==> src/rtl/sep_odd_even_ctrl.sv <==
// Stream controller around the odd/even lane separator: valid/ready in and out,
// 2-entry skid FIFO, drain-then-switch mode sequencing and a delivered-word counter.
module sep_odd_even_ctrl #(
    parameter int WIDTH = 20,
    parameter int CNT_W = 16
) (
    input  logic             clk,
    input  logic             arst_n,
    input  logic             cfg_sep,
    input  logic [WIDTH-1:0] din,
    input  logic             din_valid,
    output logic             din_ready,
    output logic [WIDTH-1:0] dout,
    output logic             dout_valid,
    input  logic             dout_ready,
    output logic             mode_active,
    output logic             cfg_busy,
    output logic [CNT_W-1:0] word_cnt
);

    generate
        if (WIDTH % 2 != 0) begin : g_width_check
            $error("sep_odd_even_ctrl: WIDTH must be even");
        end
    endgenerate

    typedef enum logic [1:0] {
        RUN    = 2'd0,
        DRAIN  = 2'd1,
        SWITCH = 2'd2
    } state_t;

    state_t           state;
    logic [WIDTH-1:0] mem [2];
    logic             rd_ptr;
    logic             wr_ptr;
    logic [1:0]       count;
    logic             push;
    logic             pop;

    // Even bits gather in the low half, odd bits in the high half.
    function automatic logic [WIDTH-1:0] separate(input logic [WIDTH-1:0] d);
        logic [WIDTH-1:0] r;
        r = '0;
        for (int i = 0; i < WIDTH / 2; i++) begin
            r[i]           = d[2*i];
            r[WIDTH/2 + i] = d[2*i + 1];
        end
        return r;
    endfunction

    // Ready depends only on registered state, so there is no path from dout_ready.
    assign din_ready  = (state == RUN) && (count != 2'd2);
    assign push       = din_valid && din_ready;
    assign dout_valid = (count != 2'd0);
    assign pop        = dout_valid && dout_ready;
    assign dout       = mem[rd_ptr];
    assign cfg_busy   = (state != RUN);

    // NOTE: the storage is reset as well so dout reads 0 out of reset instead of X.
    always_ff @(posedge clk or negedge arst_n) begin
        if (!arst_n) begin
            mem[0] <= '0;
            mem[1] <= '0;
            rd_ptr <= 1'b0;
            wr_ptr <= 1'b0;
            count  <= 2'd0;
        end else begin
            // NOTE: all state uses non-blocking assignments so every flop samples pre-edge values.
            if (push) begin
                mem[wr_ptr] <= mode_active ? separate(din) : din;
                wr_ptr      <= ~wr_ptr;
            end
            if (pop) begin
                rd_ptr <= ~rd_ptr;
            end
            unique case ({push, pop})
                2'b10:   count <= count + 2'd1;
                2'b01:   count <= count - 2'd1;
                default: count <= count;
            endcase
        end
    end

    // Mode changes only take effect once every captured word has left the FIFO.
    always_ff @(posedge clk or negedge arst_n) begin
        if (!arst_n) begin
            state       <= RUN;
            mode_active <= 1'b0;
            word_cnt    <= '0;
        end else begin
            unique case (state)
                RUN: begin
                    if (cfg_sep != mode_active) begin
                        state <= DRAIN;
                    end
                end
                DRAIN: begin
                    if (count == 2'd0) begin
                        state <= SWITCH;
                    end
                end
                SWITCH: begin
                    mode_active <= cfg_sep;
                    state       <= RUN;
                end
                default: state <= RUN;
            endcase

            if (state == SWITCH) begin
                word_cnt <= '0;
            end else if (pop) begin
                word_cnt <= word_cnt + CNT_W'(1);
            end
        end
    end

endmodule

==> config.mk <==
export PLATFORM = sky130hd
export DESIGN_NAME = sep_odd_even_ctrl
export DESIGN_NICKNAME = d
export VERILOG_FILES = /design/src/rtl/sep_odd_even_ctrl.sv
export SDC_FILE = /design/constraint.sdc
export NUM_CORES = 1
export LEC_CHECK = 0
export ABC_AREA = 1
export CAP_MARGIN = 20
export CORE_UTILIZATION = 30
export CTS_BUF_LIST = sky130_fd_sc_hd__clkbuf_2
export DETAILED_ROUTE_END_ITERATION = 10
export HOLD_SLACK_MARGIN = 0.06
export PLACE_DENSITY = 0.56
export SKIP_CTS_REPAIR_TIMING = 1
export SLEW_MARGIN = 10
export SYNTH_ARGS = -nofsm -noshare
export SYNTH_HDL_FRONTEND = slang
export SYNTH_SLANG_ARGS = --single-unit
==> constraint.sdc <==
create_clock -name clk -period 3.3 [get_ports clk]
set_input_delay 0.66 -clock clk [delete_from_list [all_inputs] [get_ports clk]]
set_output_delay 0.66 -clock clk [all_outputs]
set_load 0.01 [all_outputs]
Word level (Yosys, flattened, before mapping)
Index checks and enable logic that the tools add are counted.

Add/sub/neg operators: 3. Order comparisons: 3. Equality and inequality tests: 8. Muxes and demuxes: 13. Bitwise operators: 4. Reduce and logical (&&, ||, !) cells: 11.

Operator list (count): 2-to-1 mux 20 bit (4); bitwise mux 40 bit (1); 2-to-1 mux 16 bit (2); demux 20 bit (select 1 bit) (1); 2-to-1 mux 19 bit (1); adder 16 x 1 -> 16 bit, second input constant (1); one-hot mux 2 bit (2 select lines) (2); nonzero test 2 bit (4); equality test 2 x 1 -> 1 bit, second input constant (2); equality test 2 bit, second input constant (2); greater-or-equal comparator 2 bit, second input constant (2); logical AND 1 bit (4); zero test 2 bit (2); 2-to-1 mux 2 bit (2); inequality test 2 bit, second input constant (2); inverter 1 -> 2 bit (2); adder 2 x 1 -> 2 bit, second input constant (1); < comparator 2 x 1 -> 1 bit, second input constant (1); inequality test 2 x 1 -> 1 bit, second input constant (1); inverter 1 bit (2); AND reduction 2 bit (1); subtractor 2 x 1 -> 2 bit, second input constant (1); inequality test 1 bit (1).

Flip-flop bits (word level): 63. Input bits: 25. Output and inout bits: 40. Word-level logic and storage cells: 50.

Logic depth before layout (Yosys ltp)
Gate-level depths: netlist (run 1).

Depth after elaboration: 6. Gate-level depth with buffers: 9. Gate-level depth less buffers: 9.

Worst setup path after synthesis (run 1)
No wires, ideal clock.

Path kind: register to register. From: register state[0]. To: register count[1]. Library setup time: 0.131 ns. Arrival: 1.573 ns. Required time: 3.169 ns. Slack: 1.597 ns. Cell stages (with the launch flop): 8. Path buffers: 0. Clock period less this slack: 1.703 ns. Cells stage by stage: dfrtp_1 or2_4 a21oi_4 nand2_4 ha_1 a21oi_1 o21ai_0 xor2_1.

Longest elaborated chain between the ends: 5. Elaborated cells on any way between the ends: 7. Those cells by class: eq/ne (2); mux (1); reduce/logical (4).

RTL lines: from (decl) (line 33) `state_t state;`; from (signal assigned) (line 88) `state <= RUN;`; from (signal assigned) (line 95) `state <= DRAIN;`; from (signal assigned) (line 100) `state <= SWITCH;`; zero test 2 bit * (line 53) `assign din_ready = (state == RUN) && (count != 2'd2);`; logical AND 1 bit * (line 53); net din_ready (line 12) `output logic din_ready,`; logical AND 1 bit * (line 54) `assign push = din_valid && din_ready;`; equality test 2 x 1 -> 1 bit / equality test 2 bit (equally long branches) (line 77) `unique case ({push, pop})`; one-hot mux 2 bit (2 select lines) / nonzero test 2 bit (equally long branches); to (signal assigned) (line 78) `2'b10: count <= count + 2'd1;`; to (signal assigned) (line 79) `2'b01: count <= count - 2'd1;`; to (signal assigned) (line 80) `default: count <= count;`; to (decl) (line 37) `logic [1:0] count;`.

The timed path passes the listed nets; every way through them passes the cells marked *. A chain may end at the register's enable or synchronous reset.

Final worst setup path (run 1)
From: register rd_ptr. To: output dout[10].

Longest elaborated chain between the ends: 4.

RTL lines: from (decl) (line 35) `logic rd_ptr;`; from (signal assigned) (line 75) `rd_ptr <= ~rd_ptr;`; inverter 1 -> 2 bit (not written as such) (line 57) `assign dout = mem[rd_ptr];`; 2-to-1 mux 20 bit (not written as such) (3 in a row) (line 57); to (decl) (line 13) `output logic [WIDTH-1:0] dout,`.

No other way between the ends. The select of a mux whose other input is x is not followed.

==> results of run 1 <==
-- cell type report --
type | instances | area (um2)
fillers | 1073 | 6240
flip-flops and latches | 63 | 1580
multi-input cells | 283 | 1290
repair buffers | 68 | 678
inverters | 49 | 184
well taps | 136 | 170
clock inverters | 6 | 85.1
clock buffers | 10 | 50.0
-- cell usage in the layout (no fill, tap or decap), drive strengths merged --
master	synthesis	final
nand3	10	10
xor2	3	3
clkbuf	6	10
ha	2	2
buf	11	5
xnor2	2	2
nor2	39	39
o21ai	56	56
nand4	1	1
nand3b	1	1
clkinvlp	0	2
nand2	144	144
or2	1	1
clkdlybuf4s50	0	63
a21oi	20	20
bufinv	0	2
dfrtp	63	63
mux2	3	3
clkinv	0	2
o22ai	1	1
inv	49	49
-- cell families after synthesis --
group	Yosys count	share of synthesized area, %
AND/OR/NAND/NOR	196	25.0
AO/OA/AOI/OAI	77	12.6
buffers and inverters	66	9.19
flip-flops	63	49.9
XOR/XNOR	5	1.39
multiplexers	3	1.07
adder cells (fa/ha/maj)	2	0.793
-- worst paths after layout --
path                       slack [ps]  cells past startpoint                  end
max                               590                      3             dout[10]
min                               140                      2  mem[18]$_DFFE_PN0P_
max reg2reg                      1470                      5  mem[36]$_DFFE_PN0P_
min reg2reg                       480                      1   rd_ptr$_DFFE_PN0P_
max in group asynchronous        2870                      2  mem[16]$_DFFE_PN0P_
min in group clk                  480                      1   rd_ptr$_DFFE_PN0P_
-- power groups by stage --
stage | clock network (W) | registers [W] | logic, W
floorplan | 0 | 0.00123 | 0.000991
global placement | 0 | 0.00124 | 0.00165
global route | 0.000604 | 0.00127 | 0.00185
finish | 0.000542 | 0.00123 | 0.00166
CTS | 0.000567 | 0.00123 | 0.00169
detailed placement | 0 | 0.00125 | 0.00168
-- flip-flops by register name (all words and copies together) (netlist names) --
register     count
word_cnt        16
count            2
mode_active      1
rd_ptr           1
state            2
wr_ptr           1
mem             40
-- metrics by stage --
stage	total power, W	utilization [%]
floorplan	0.00222	-
global placement	0.00289	37.9
detailed placement	0.00293	37.9
CTS	0.00348	39.3
global route	0.00372	39.3
finish	0.00343	39.3
-- metal layers --
layer / vias to the layer above / global-route usage [%]
met3: 9 / 5.36
met1: 1232 / 18.7
met4: 0 / 3.32
li1: 1409 / -
met2: 66 / 24.8
met5: - / 0
-- critical path, cell delays in order, from the launching register on --
cell and delay [ps]:
dfrtp_1 420, buf_4 260, o21ai_0 300, clkdlybuf4s50_1 590
==> flow_metrics.tcl, run 1 <==
set metrics [dict create \
    rr_startpoint "state[1]$_DFFE_PN0P_" \
    wl_met2_um 3530 \
    synth_top_area_share_pct 49.9 \
    highest_layer "met4" \
    n_antenna_cell 0 \
    tns_ps 0 \
    synth_top_cell_by_area "dfrtp_1" \
    synthesis.area_mm2 0.00316 \
    syn_inst 412 \
    drt-initial-drc-count 142 \
    clock-root-buffer "clkbuf_2" \
    ir_worst_vdd_v 0.000601 \
    yosysMostFrequentCell "nand2_1" \
    place.gp.congestion 0.790 \
    cts_tree "built" \
    wire_per_inst_um 12.5 \
    finalSetupViolCount 0 \
    dpl_cell_area_mm2 0.00390 \
    cts_buffers 9 \
    required_ps 2640 \
    drive_above_1_share_pct 6.47 \
    crit_start "rd_ptr$_DFFE_PN0P_" \
    avgSynthCellArea_um2 7.66 \
    final_cells 615 \
    syn_to_final_growth_pct 27.8 \
    crit_path_max_fanout 40 \
    critPathKind "register to output pin" \
    p_sw_share_pct 39.6 \
    path_clk_slew_ps 200 \
    rsz0062_at_grt "no" \
    seq_area_frac_synth_pct 49.9 \
    arrival_ps 2050 \
    ys.warnings.count 0 \
    synthFlopType "dfrtp_1" \
    grt_pass1_vias 2739 \
    ios 65 \
    setup_ws_ps 587 \
    ant_nets 0 \
    max_freq_ghz 0.369 \
    placedCellCount 599 \
    antenna_found_initial 0 \
    htree_num_levels 3 \
    grt_max_degree 64 \
    grt_pass1_wl_um 12900 \
    worst_setup_path_end_kind "output pin" \
    synth.area.top_cells "dfrtp_1 50%, nand2_1 17%, o21ai_0 8.7%" \
    num_vias 2716 \
    wl_met3_um 434 \
    powerDensity_mw_per_mm2 850 \
    grt.overflow.total 0 \
    fin_nets 501 \
    grt_usage_pct 15.0 \
    start_util_pct 30.7 \
    switching_power_w 0.00136 \
    whs_ps 136 \
    wl_met1_um 3630 \
    synth_cell_type_count 25 \
    syn-num-nets 439 \
    dp_slack_ps 1040 \
    leakagePower_nw 1.90 \
    p_int_w 0.00207 \
    row_count 37 \
    critPathLaunchType "register" \
    synth-edff-count 0 \
    cts.sinks 63 \
    post-route-period-util_pct 82.2 \
    coreArea_mm2 0.0103 \
    first_pass_iters 5 \
    dieArea_mm2 0.0109 \
    vias_per_cell 4.42 \
    die_w_um 105 \
    hp-class "input port to asynchronous set/reset pin" \
    clkPwrFrac_pct 15.8 \
    place_hpwl_um 5060 \
    wl_um 7670 \
    fin_crit_ps 2710 \
    max_slew_margin_pct 48.9 \
    combinationalPowerShare_pct 48.3 \
    cap_viol_max_count 0 \
    drv_slew 0 \
    io_buffers 64 \
    cts_buffer_depth 2 \
    pwr-share-seq_pct 35.8 \
    drc 0 \
    synth_commonest_cells "143 x nand2_1, 63 x dfrtp_1, 55 x o21ai_0" \
    status "finished, final reports clean" \
    clk_latency_ps 510 \
    ys_seq_elements 63 \
    synthArstFlopShare_pct 100 \
    die_h_um 105 \
    hold_violations 0 \
    tightest_slew_ps 765 \
    final_area_mm2 0.00403 \
    finClkSkew_ps 31.4 \
]
No activity file was read; power rests on OpenSTA's default activity.
==> run 2, diff against run 1 <==
==> constraint.sdc (replaced) <==
create_clock -name clk -period 2.5 [get_ports clk]
set_input_delay 0.5 -clock clk [delete_from_list [all_inputs] [get_ports clk]]
set_output_delay 0.5 -clock clk [all_outputs]
set_load 0.01 [all_outputs]
==> run 2 against run 1 <==
  * Utilization up 0.21 points
  * Highest routed layer unchanged
  * Register-to-register slack worse by 720 ps
  * Worst setup slack worse by 460 ps
  * Final area up 0.53%
==> flow_metrics.tcl, run 2 (synthesis gave the netlist of run 1 again) <==
set metrics [dict create \
    ant_nets 0 \
    min_from "mem[11]$_DFFE_PN0P_" \
    vias_per_cell 4.44 \
    first_pass_iters 4 \
    coreArea_mm2 0.0103 \
    htree_num_levels 3 \
    rr_startpoint "state[0]$_DFFE_PN0P_" \
    clock-root-buffer "clkbuf_2" \
    combinationalPowerShare_pct 51.1 \
    p_int_w 0.00254 \
    arrival_ps 1870 \
    wl_um 7760 \
    drt-initial-drc-count 119 \
    cts_tree "built" \
    n_antenna_cell 0 \
    final_area_mm2 0.00406 \
    ios 65 \
    finClkSkew_ps 28.0 \
    leakagePower_nw 2.06 \
    post-route-util_pct 39.5 \
    crit_path_max_fanout 11 \
    holdPathStages 2 \
    drc 0 \
    fin_crit_ps 2370 \
    regMostFlops "mem" \
    largestRegisters "mem (40), word_cnt (16)" \
    critPathKind "register to output pin" \
    hp-class "register to register" \
    syn_to_final_growth_pct 28.5 \
    worst_setup_path_end_kind "output pin" \
    die_h_um 105 \
    row_count 37 \
    drv_slew 0 \
    largest_reg_flops 40 \
    switching_power_w 0.00179 \
    wire_per_inst_um 12.5 \
    placedCellCount 602 \
    dieArea_mm2 0.0109 \
    grt_pass1_wl_um 13300 \
    final_cells 621 \
    rr_worst_depth 7 \
    grt_pass1_vias 2770 \
    clk_latency_ps 470 \
    io_buffers 64 \
    cts_buffer_depth 2 \
    pwr-share-seq_pct 37.7 \
    clkPwrFrac_pct 11.2 \
    grt_max_degree 64 \
    place.gp.congestion 0.810 \
    min_to "mem[11]$_DFFE_PN0P_" \
    num_vias 2756 \
    cts.sinks 63 \
    grt_usage_pct 15.3 \
    max_slew_margin_pct 57.2 \
    layout_commonest_cell "nand2_1" \
    dpl_cell_area_mm2 0.00392 \
    hold_violations 0 \
    tightest_slew_ps 641 \
    status "finished, final reports clean" \
    critPathLaunchType "register" \
    layout_common_cells "143 x nand2_1, 62 x dfrtp_1, 52 x o21ai_0, 51 x clkdlybuf4s50_1, 48 x inv_1" \
    fin_nets 507 \
    post-route-period-util_pct 94.7 \
    place_hpwl_um 5310 \
    powerDensity_mw_per_mm2 1070 \
    antenna_found_initial 0 \
    r2r_end "count[1]$_DFFE_PN0P_" \
    max_freq_ghz 0.422 \
    rrSetupSlack_ps 750 \
    grt.overflow.total 0 \
    path_clk_slew_ps 170 \
    finalSetupViolCount 0 \
    p_sw_share_pct 41.2 \
    die_w_um 105 \
    cts_buffers 9 \
    cap_viol_max_count 0 \
    start_util_pct 30.7 \
    required_ps 2000 \
    drive_above_1_share_pct 7.22 \
    ir_worst_vdd_v 0.000637 \
]
run 2: cell types whose count changed in the layout (fill, tap and decap cells not counted), sizes merged, moves of 2 or more:
cell           before  now
clkdlybuf4s50      63   51
dlymetal6s2s        0   12
buf                 5    9
bufinv              2    0
clkbuf             10   12
clkinv              2    4
run 2: routing by layer:
| layer | share of wire, % | track usage, % | vias to the layer above | routed length, um |
|---|---|---|---|---|
| met3 | 5.2 | 4.80 | 4 | 401 |
| li1 | - | - | 1414 | - |
| met4 | 0.45 | 3.22 | 0 | 35 |
| met2 | 49 | 26.0 | 64 | 3830 |
| met1 | 45 | 19.0 | 1274 | 3490 |
| met5 | 0 | 0 | - | 0 |
run 2: layout make-up:
| type | instances | area, um2 |
|---|---|---|
| Tap cell | 136 | 170 |
| Clock inverter | 5 | 25.0 |
| Fill cell | 1093 | 6220 |
| Timing Repair Buffer | 74 | 753 |
| Sequential cell | 63 | 1580 |
| Clock buffer | 11 | 55.1 |
| Multi-Input combinational cell | 283 | 1290 |
| Inverter | 49 | 184 |
run 2: power by group through the flow:
stage / Combinational (W) / Sequential, W / Clock [W]
6_report: 0.00221 / 0.00163 / 0.000484
5_1_grt: 0.00250 / 0.00168 / 0.000562
4_1_cts: 0.00225 / 0.00165 / 0.000518
3_5_place_dp: 0.00224 / 0.00167 / 0
3_3_place_gp: 0.00220 / 0.00166 / 0
2_1_floorplan: 0.00131 / 0.00162 / 0
run 2: worst max-delay path by stage:
stage,startpoint,end,slack [ps],cells past startpoint
after detailed placement,rd_ptr$_DFFE_PN0P_,dout[10],390,3
final,rd_ptr$_DFFE_PN0P_,dout[14],130,3
after global routing,rd_ptr$_DFFE_PN0P_,dout[14],-8,3
after floorplan,state[0]$_DFFE_PN0P_,count[1]$_DFFE_PN0P_,800,7
after global placement,rd_ptr$_DFFE_PN0P_,dout[7],400,3
after CTS,rd_ptr$_DFFE_PN0P_,dout[10],-170,3
run 2: worst max-delay path: stages, from the launching register on:
cell	delay (ps)
dfrtp_2	480
buf_4	190
o21ai_0	180
clkdlybuf4s50_1	560
run 2: stage by stage:
stage	hold WS (ps)	setup WS, ps	TNS (ps)	total power [W]
2_1_floorplan	204	797	0	0.00293
3_3_place_gp	454	400	0	0.00386
3_5_place_dp	459	392	0	0.00391
4_1_cts	-22.2	-166	-1270	0.00442
5_1_grt	506	-7.97	-14.6	0.00474
6_report	494	132	0	0.00433
